### config.mk
export PLATFORM = sky130hd
export DESIGN_NAME = gpio_irq_controller
export DESIGN_NICKNAME = d
export VERILOG_FILES = /design/src/rtl/gpio_irq_pkg.sv /design/src/rtl/lowest_set_encoder.sv /design/src/rtl/gpio_irq_controller.sv
export SDC_FILE = /design/constraint.sdc
export NUM_CORES = 1
export LEC_CHECK = 0
export BUFFER_PORTS_ARGS = -buffer_cell sky130_fd_sc_hd__buf_2
export CAP_MARGIN = 10
export CORE_MARGIN = 8
export CORE_UTILIZATION = 46
export DETAILED_ROUTE_END_ITERATION = 7
export GPL_TIMING_DRIVEN = 0
export PLACE_DENSITY_LB_ADDON = 0.1
export SYNTH_ARGS = -nofsm -noshare
export SYNTH_HDL_FRONTEND = slang
export SYNTH_SLANG_ARGS = --single-unit
### constraint.sdc
create_clock -name clk_i -period 2.5 [get_ports clk_i]
set_input_delay 0.375 -clock clk_i [delete_from_list [all_inputs] [get_ports clk_i]]
set_output_delay 0.375 -clock clk_i [all_outputs]
set_load 0.03 [all_outputs]
### src/rtl/gpio_irq_pkg.sv
// gpio_irq_pkg: shared FSM state type, channel limit and channel-index width helper.
// No ports. Imported by lowest_set_encoder and gpio_irq_controller.
package gpio_irq_pkg;
    localparam int GPIO_IRQ_MAX_WIDTH = 32;
    typedef enum logic {IRQ_IDLE, IRQ_BUSY} irq_state_e;
    function automatic int gpio_id_width(input int n);
        return (n < 2) ? 1 : $clog2(n);
    endfunction
endpackage

### src/rtl/lowest_set_encoder.sv
// lowest_set_encoder: combinational priority encoder, lowest set index wins.
// Ports: vec_i (WIDTH-bit request vector), valid_o (any bit set), index_o (lowest set index, 0 when none).
module lowest_set_encoder import gpio_irq_pkg::*; #(
    parameter int WIDTH    = 16,
    parameter int ID_WIDTH = gpio_id_width(WIDTH)
) (
    input  logic [WIDTH-1:0]    vec_i,
    output logic                valid_o,
    output logic [ID_WIDTH-1:0] index_o
);
    always_comb begin
        valid_o = |vec_i;
        index_o = '0;
        // Scanning downward lets the lowest set bit be the last write.
        for (int i = WIDTH - 1; i >= 0; i--)
            if (vec_i[i]) index_o = ID_WIDTH'(i);
    end
endmodule

### src/rtl/gpio_irq_controller.sv
// gpio_irq_controller: pending register, claim/complete FSM and a single prioritised interrupt line.
// Ports: clk_i, reset_i (sync, active-high); edges_i/enable_i per-channel edge flags and enables;
// clear_valid_i/clear_mask_i write-1-to-clear; claim_valid_i/complete_valid_i handshake;
// pending_o, irq_o, irq_id_o, active_id_o, busy_o all registered.
module gpio_irq_controller import gpio_irq_pkg::*; #(
    parameter int WIDTH    = 16,
    parameter int ID_WIDTH = gpio_id_width(WIDTH)
) (
    input  logic                clk_i,
    input  logic                reset_i,
    input  logic [WIDTH-1:0]    edges_i,
    input  logic [WIDTH-1:0]    enable_i,
    input  logic                clear_valid_i,
    input  logic [WIDTH-1:0]    clear_mask_i,
    input  logic                claim_valid_i,
    input  logic                complete_valid_i,
    output logic [WIDTH-1:0]    pending_o,
    output logic                irq_o,
    output logic [ID_WIDTH-1:0] irq_id_o,
    output logic [ID_WIDTH-1:0] active_id_o,
    output logic                busy_o
);
    irq_state_e          state_q, state_d;
    logic [WIDTH-1:0]    pending_q, pending_d, clr_d, masked_d;
    logic                irq_q, claim_fire, enc_valid, irq_d;
    logic [ID_WIDTH-1:0] irq_id_q, active_id_q, enc_index;
    logic                busy_q;

    always_comb begin
        // irq_q is only ever high in IDLE, so it alone qualifies the claim.
        claim_fire = claim_valid_i && irq_q;
        clr_d      = (clear_valid_i ? clear_mask_i : '0) | (claim_fire ? WIDTH'(1) << irq_id_q : '0);
        // New edges are OR-ed after the clear so a same-cycle set wins.
        pending_d  = (pending_q & ~clr_d) | (edges_i & enable_i);
        masked_d   = pending_d & enable_i;
        state_d    = (state_q == IRQ_IDLE) ? (claim_fire ? IRQ_BUSY : IRQ_IDLE)
                                           : (complete_valid_i ? IRQ_IDLE : IRQ_BUSY);
        irq_d      = (state_d == IRQ_IDLE) && enc_valid;
    end

    lowest_set_encoder #(.WIDTH(WIDTH), .ID_WIDTH(ID_WIDTH)) u_enc (
        .vec_i   (masked_d),
        .valid_o (enc_valid),
        .index_o (enc_index)
    );

    always_ff @(posedge clk_i) begin
        if (reset_i) begin
            state_q     <= IRQ_IDLE;
            pending_q   <= '0;
            irq_q       <= 1'b0;
            irq_id_q    <= '0;
            active_id_q <= '0;
            busy_q      <= 1'b0;
        end else begin
            state_q     <= state_d;
            pending_q   <= pending_d;
            irq_q       <= irq_d;
            irq_id_q    <= irq_d ? enc_index : '0;
            active_id_q <= claim_fire ? irq_id_q : active_id_q;
            busy_q      <= state_d == IRQ_BUSY;
        end
    end

    assign pending_o   = pending_q;
    assign irq_o       = irq_q;
    assign irq_id_o    = irq_id_q;
    assign active_id_o = active_id_q;
    assign busy_o      = busy_q;
endmodule

==> results of run 1 <==
[worst max-delay path: cells and delay by family (launching register included)]
kind            cells  cell delay, ns
simple gates        2            0.52
buf+inv             1            0.19
flops               1            0.37
compound gates      4            1.09
[stage by stage]
stage	hold WS (ns)	util, %	power, mW	instance area [µm²]	setup WS (ns)
floorplan	0.4466	-	0.6547	1609	0.5128
global placement	0.4405	61.49	0.7619	2052	0.3183
detailed placement	0.4435	61.49	0.7671	2052	0.3000
CTS	0.2376	63.07	1.062	2105	0.3069
global route	0.2484	63.07	1.105	2105	0.07875
finish	0.2355	63.07	1.057	2105	0.2321
[placed cells by master, fill, tap and decap left out, drive strengths merged, types with 2 or more instances in the layout]
cell / Yosys / layout
buf: 7 / 84
nand2: 30 / 30
dfxtp: 26 / 26
a21oi: 19 / 19
a21boi: 15 / 15
o221ai: 14 / 14
o21ai: 13 / 13
or3b: 7 / 7
nor2: 6 / 6
clkbuf: 2 / 5
nand3b: 4 / 4
nand3: 4 / 4
or3: 3 / 3
nand2b: 3 / 3
a31oi: 3 / 3
o31ai: 3 / 3
nand4: 3 / 3
o311a: 2 / 2
o221a: 2 / 2
nor2b: 2 / 2
nand4b: 2 / 2
nor3: 2 / 2
[path summary, 6_finish.rpt]
kind	to	start	cells after the start	slack [ns]
worst min-delay path	busy_o	reset_i	2	0.24
worst min register to register	active_id_o[2]	active_id_o[2]	2	0.46
worst max-delay path	irq_id_o[0]	irq_o	7	0.23
worst max register to register	irq_id_o[0]	irq_o	7	0.23
[cells by family after synthesis]
logic type | synth area share (%)
mux | 0.6221
compound gates | 35.93
flops | 32.35
buf+inv | 4.510
simple gates | 26.59
[sequential cells by signal, summed over array words and instances, names as in the netlist]
| name | cells |
|---|---|
| active_id_o | 4 |
| irq_o | 1 |
| irq_id_o | 4 |
| pending_o | 16 |
| busy_o | 1 |
[layout make-up]
cell class / instances / share of cell area (%)
multi-input combinational: 149 / 48.28
sequential: 26 / 24.73
timing repair buffer: 77 / 18.31
buffer: 9 / 3.270
tap: 46 / 2.735
clock inverter: 1 / 1.427
clock buffer: 3 / 1.070
inverter: 1 / 0.1784
[power groups by stage]
| stage | registers, mW | clock network (mW) | logic (mW) |
|---|---|---|---|
| 6_report | 0.454 | 0.298 | 0.306 |
| 3_3_place_gp | 0.462 | 0 | 0.300 |
| 3_5_place_dp | 0.463 | 0 | 0.304 |
| 2_1_floorplan | 0.509 | 0 | 0.145 |
| 4_1_cts | 0.454 | 0.301 | 0.307 |
| 5_1_grt | 0.458 | 0.316 | 0.331 |
[metal layers]
layer  vias up  track usage (%)
met5         -                0
met4         0            5.117
met1       789            22.03
li1        881                -
met3         6            3.728
met2        77            31.96
==> results.tsv, run 1 <==
stage	metric	value	unit
status	run status	completed	
yosys	sequential share of the synthesized area	32.35	%
floorplan	Std-Cell Rows	21	
placement	GP Congestion	0.8537	
power	Peak VDD IR	0.0002505	V
critical_path	critical path peak fanout	9	
critical_path	max incr delay on CP	0.45	ns
floorplan	die height	75.15	µm
route	met1 WL	2094	µm
clock_tree	Num CTS Buffers	3	
yosys	post-synth top area cell	dfxtp_1	
floorplan	full die area	0.005647	mm²
power	Int Pwr	0.7227	mW
yosys	Commonest cells post-synth	nand2_1 (30), dfxtp_1 (26), a21oi_1 (19), a21boi_0 (14), o21ai_0 (11)	
clock_tree	clock buffer depth	2	
critical_path	WP data required	2.75	ns
clock_tree	root buf cell	clkbuf_4	
sta	Tcrit/Tclk final	90.72	%
placement	Port Buf Inserts	77	
power	Sw Ratio	31.65	%
placement	Post-DP HPWL	4046	µm
clock_tree	clock transition at the registers of the reported paths	0.16	ns
power	share of power burned in registers	42.9	%
critical_path	WS Path Type	register to register	
yosys	YS warnings	0	
route	WL final	5159	µm
yosys	Synth Flop Type	dfxtp_1	
critical_path	Crit. End Element	register	
yosys	post-synthesis net count	238	
layout	# fillers	324	
route	drt via density	5.619	
sta	Fmax	440.9	MHz
critical_path	Worst EP arrival	2.51	ns
clock_tree	TritonCTS clock tree	done	
critical_path	crit-path cells	buf_4, nand4b_1, o221ai_1, o21ai_0, a31oi_1, nor2_1, o311a_1	
clock_tree	cts hold-fix bufs	0	
yosys	Cells after Synth	185	
sta	Clock Skews	0.01101	ns
clock_tree	H-tree Lvls	1	
grt	largest net degree at the start of global routing	16	
sta	Final min period	2.268	ns
min_path	worst hold path type	input pin to register	
grt	total track usage	18.33	%
route	via count	1753	
grt	first-pass GRT wire length	8217	µm
grt	initial antenna violation count	0	
floorplan	core area	0.003337	mm²
route	DR WL met3	466	µm
yosys	Yosys top cell area share	32.35	%
grt	number of global-route vias before repair	1794	
floorplan	Starting Density	48.22	%
route	DRC	0	
sta	final hold violations	0	
power	Leak Pwr	0.9044	nW
route	first-pass detailed-route iteration total	4	
yosys	synth top area cells	dfxtp_1 (32%), nand2_1 (7.0%), a21boi_0 (6.5%)	
clock_tree	clock sink count	26	
layout	area of the multi-input gates	0.001016	mm²
yosys	Async SR Flop Fraction	0	%
layout	Final nets	320	
yosys	most frequent cell after synthesis	nand2_1	
route	Starting DRT DRC Count	135	
critical_path	crit path launch type	register	
clock_tree	Skew-Pair Late Insertion Delay	0.33	ns
yosys	Mapped Area	0.001609	mm²
power	NetSw	0.3347	mW
layout	share of layout cells above drive strength 1	39.47	%
layout	diode count	0	
route	wire per inst	16.54	µm
placement	placed cells	308	
sta	Worst-Margin Slew	0.5205	ns
layout	Area Overhead vs Synth	30.79	%
power	Logic pwr share	28.9	%
grt	total gr overflow	0	
route	ANT nets after route	0	
sta	setup TNS	0	ns
power	pwr dens	502.5	mW/mm²
clock_tree	cts repair resizes	0	
flow_run	total of max-cap violations	0	
yosys	syn avg cell area	8.698	µm²
clock_tree	Post-CTS Setup Inserts	0	
sta	slew margin rel.	65.12	%
yosys	post-synth cell types	44	
power	Clk pwr share	28.2	%
yosys	#FFs+latches synth	26	
route	DR top layer	met4	
floorplan	io pins	79	
sta	Final Slew Violations	0	
route	WL met2	2545	µm
sta	Setup-failing EPs final	0	
yosys	Post-synth EDFFs	0	
layout	register area	520.5	µm²
critical_path	critical path's slowest cell	nand4b_1	
floorplan	die width	75.15	µm
sta	RSZ-0062 raised after global routing	no	
layout	Final Non-Filler Cells	312	
No activity file was read; power rests on OpenSTA's default activity.
==> run 2: changes to the inputs <==
--- a/config.mk
+++ b/config.mk
@@ -9,6 +9,7 @@
 export CAP_MARGIN = 10
 export CORE_MARGIN = 8
 export CORE_UTILIZATION = 46
+export CTS_BUF_LIST = sky130_fd_sc_hd__clkbuf_8
 export DETAILED_ROUTE_END_ITERATION = 7
 export GPL_TIMING_DRIVEN = 0
 export PLACE_DENSITY_LB_ADDON = 0.1
==> run 2 against run 1 <==
Via count grew 1.2%. Sequential share of layout area decreased by 0.22 points. Design area is 0.89% higher. Critical path depth is the same. Largest cell class unchanged. Largest power group unchanged. Highest routed layer unchanged.
==> results.tsv, run 2 (synthesis results as in run 1) <==
stage	metric	value	unit	change
critical_path	critical path peak fanout	9		unchanged
sta	Fmax	447.8	MHz	+1.5%
critical_path	critical path's slowest cell	o221ai_1		
grt	total track usage	18.22	%	-0.11 points
sta	Final min period	2.233	ns	-0.03457 ns
floorplan	full die area	0.005647	mm²	unchanged
layout	leading cell type in the layout, fill and taps excluded	buf_2		
placement	Port Buf Inserts	77		unchanged
layout	commonest non-fill, non-tap cells in the layout	buf_2 (78), nand2_1 (30), dfxtp_1 (26)		
sta	setup TNS	0	ns	unchanged
layout	share of layout cells above drive strength 1	39.47	%	unchanged
layout	# fillers	321		-0.93%
floorplan	core area	0.003337	mm²	unchanged
critical_path	Worst EP arrival	2.41	ns	-0.10 ns
flow_run	total of max-cap violations	0		unchanged
critical_path	Crit. End Element	register		
sta	Final Slew Violations	0		unchanged
grt	number of global-route vias before repair	1781		-0.72%
sta	RSZ-0062 raised after global routing	no		
status	run status	completed		
critical_path	WS Path Type	register to register		
clock_tree	clock transition at the registers of the reported paths	0.10	ns	-0.06 ns
route	Starting DRT DRC Count	126		-6.7%
layout	Area Overhead vs Synth	31.96	%	
route	DRC	0		unchanged
layout	Largest register FFs	16		unchanged
clock_tree	cts repair resizes	0		unchanged
grt	largest net degree at the start of global routing	16		unchanged
sta	Setup-failing EPs final	0		unchanged
layout	Final nets	320		unchanged
sta	Worst-Margin Slew	0.5187	ns	-0.001778 ns
sta	Tcrit/Tclk final	89.33	%	-1.4 points
floorplan	io pins	79		unchanged
clock_tree	clock sink count	26		unchanged
grt	initial antenna violation count	0		unchanged
grt	total gr overflow	0		unchanged
clock_tree	Num CTS Buffers	3		unchanged
sta	hold slack	0.3069	ns	+0.07143 ns
route	first-pass detailed-route iteration total	5		+1
power	Design Power	1.113	mW	+5.3%
clock_tree	root buf cell	clkbuf_8		
critical_path	crit-path cells	buf_4, nand4b_1, o221ai_1, o21ai_0, a31oi_1, nor2_1, o311a_1		
placement	GP Congestion	0.8537		unchanged
power	Peak VDD IR	0.0002622	V	+4.7%
route	drt via density	5.686		+1.2%
clock_tree	cts hold-fix bufs	0		unchanged
route	WL final	5101	µm	-1.1%
critical_path	WP data required	2.68	ns	-0.07 ns
clock_tree	TritonCTS clock tree	done		
sta	final hold violations	0		unchanged
sta	slew margin rel.	65.42	%	+0.30 points
critical_path	Worst R2R Setup Slack	0.27	ns	+0.03 ns
layout	diode count	0		unchanged
route	wire per inst	16.35	µm	-1.1%
clock_tree	Skew-Pair Late Insertion Delay	0.28	ns	-0.05 ns
power	Leak Pwr	0.9122	nW	+0.86%
min_path	worst hold path type	input pin to register		
floorplan	Std-Cell Rows	21		unchanged
clock_tree	Post-CTS Setup Inserts	0		unchanged
grt	first-pass GRT wire length	8148	µm	-0.84%
floorplan	die height	75.15	µm	unchanged
power	pwr dens	524.3	mW/mm²	+4.3%
placement	Post-DP HPWL	4046	µm	unchanged
floorplan	Starting Density	48.22	%	unchanged
sta	Clock Skews	0.009916	ns	-0.001095 ns
critical_path	crit path launch type	register		
clock_tree	H-tree Lvls	1		unchanged
floorplan	die width	75.15	µm	unchanged
critical_path	max incr delay on CP	0.44	ns	about the same
route	via count	1774		+1.2%
route	ANT nets after route	0		unchanged
clock_tree	clock buffer depth	2		unchanged
-- run 2: cell types whose count changed in the layout (fill, tap and decap cells not counted) --
cell,previous run,this run
clkbuf_4,3,0
clkbuf_8,0,3
-- run 2: through the flow --
step	utilization, %	area, µm²	setup slack, ns	std cells
3_5_place_dp	61.49	2052	0.3000	308
2_1_floorplan	-	1609	0.5128	185
4_1_cts	63.63	2123	0.3123	312
3_3_place_gp	61.49	2052	0.3183	308
6_report	63.63	2123	0.2667	312
5_1_grt	63.63	2123	0.08078	312
-- run 2: path summary, 6_finish.rpt --
check                  from              to  cells after the start
max                   irq_o     irq_id_o[0]                      7
min                 reset_i          busy_o                      2
max reg2reg           irq_o     irq_id_o[0]                      7
min reg2reg  active_id_o[2]  active_id_o[2]                      2
-- run 2: final cells by class --
type	instances	area [µm²]	area share, %
buffer	9	68.82	3.241
clock buffer	3	41.29	1.945
clock inverter	1	30.03	1.414
inverter	1	3.754	0.1768
multi-input combinational	149	1016	47.85
sequential	26	520.5	24.51
tap	46	57.56	2.711
timing repair buffer	77	385.4	18.15
-- run 2: per-layer routing --
| layer | vias up | wire length, µm | global-route usage, % |
|---|---|---|---|
| li1 | 880 | - | - |
| met1 | 809 | 2130 | 22.03 |
| met2 | 75 | 2513 | 31.29 |
| met3 | 10 | 416 | 4.128 |
| met4 | 0 | 41 | 5.117 |
| met5 | - | 0 | 0 |
-- run 2: worst max-delay path: cells and delay by family (launching register included) --
kind / cells / cell delay, ns
AO/OA/AOI/OAI: 4 / 1.09
AND/OR/NAND/NOR: 2 / 0.50
flip-flops: 1 / 0.35
buffers and inverters: 1 / 0.19
-- run 2: where the power goes --
part	switching (mW)	leakage, nW	total, mW	internal, mW
sequential	0.0150	0.214	0.453	0.438
combinational	0.184	0.663	0.306	0.122
clock	0.140	0.0357	0.354	0.214
total	0.339	0.912	1.11	0.774
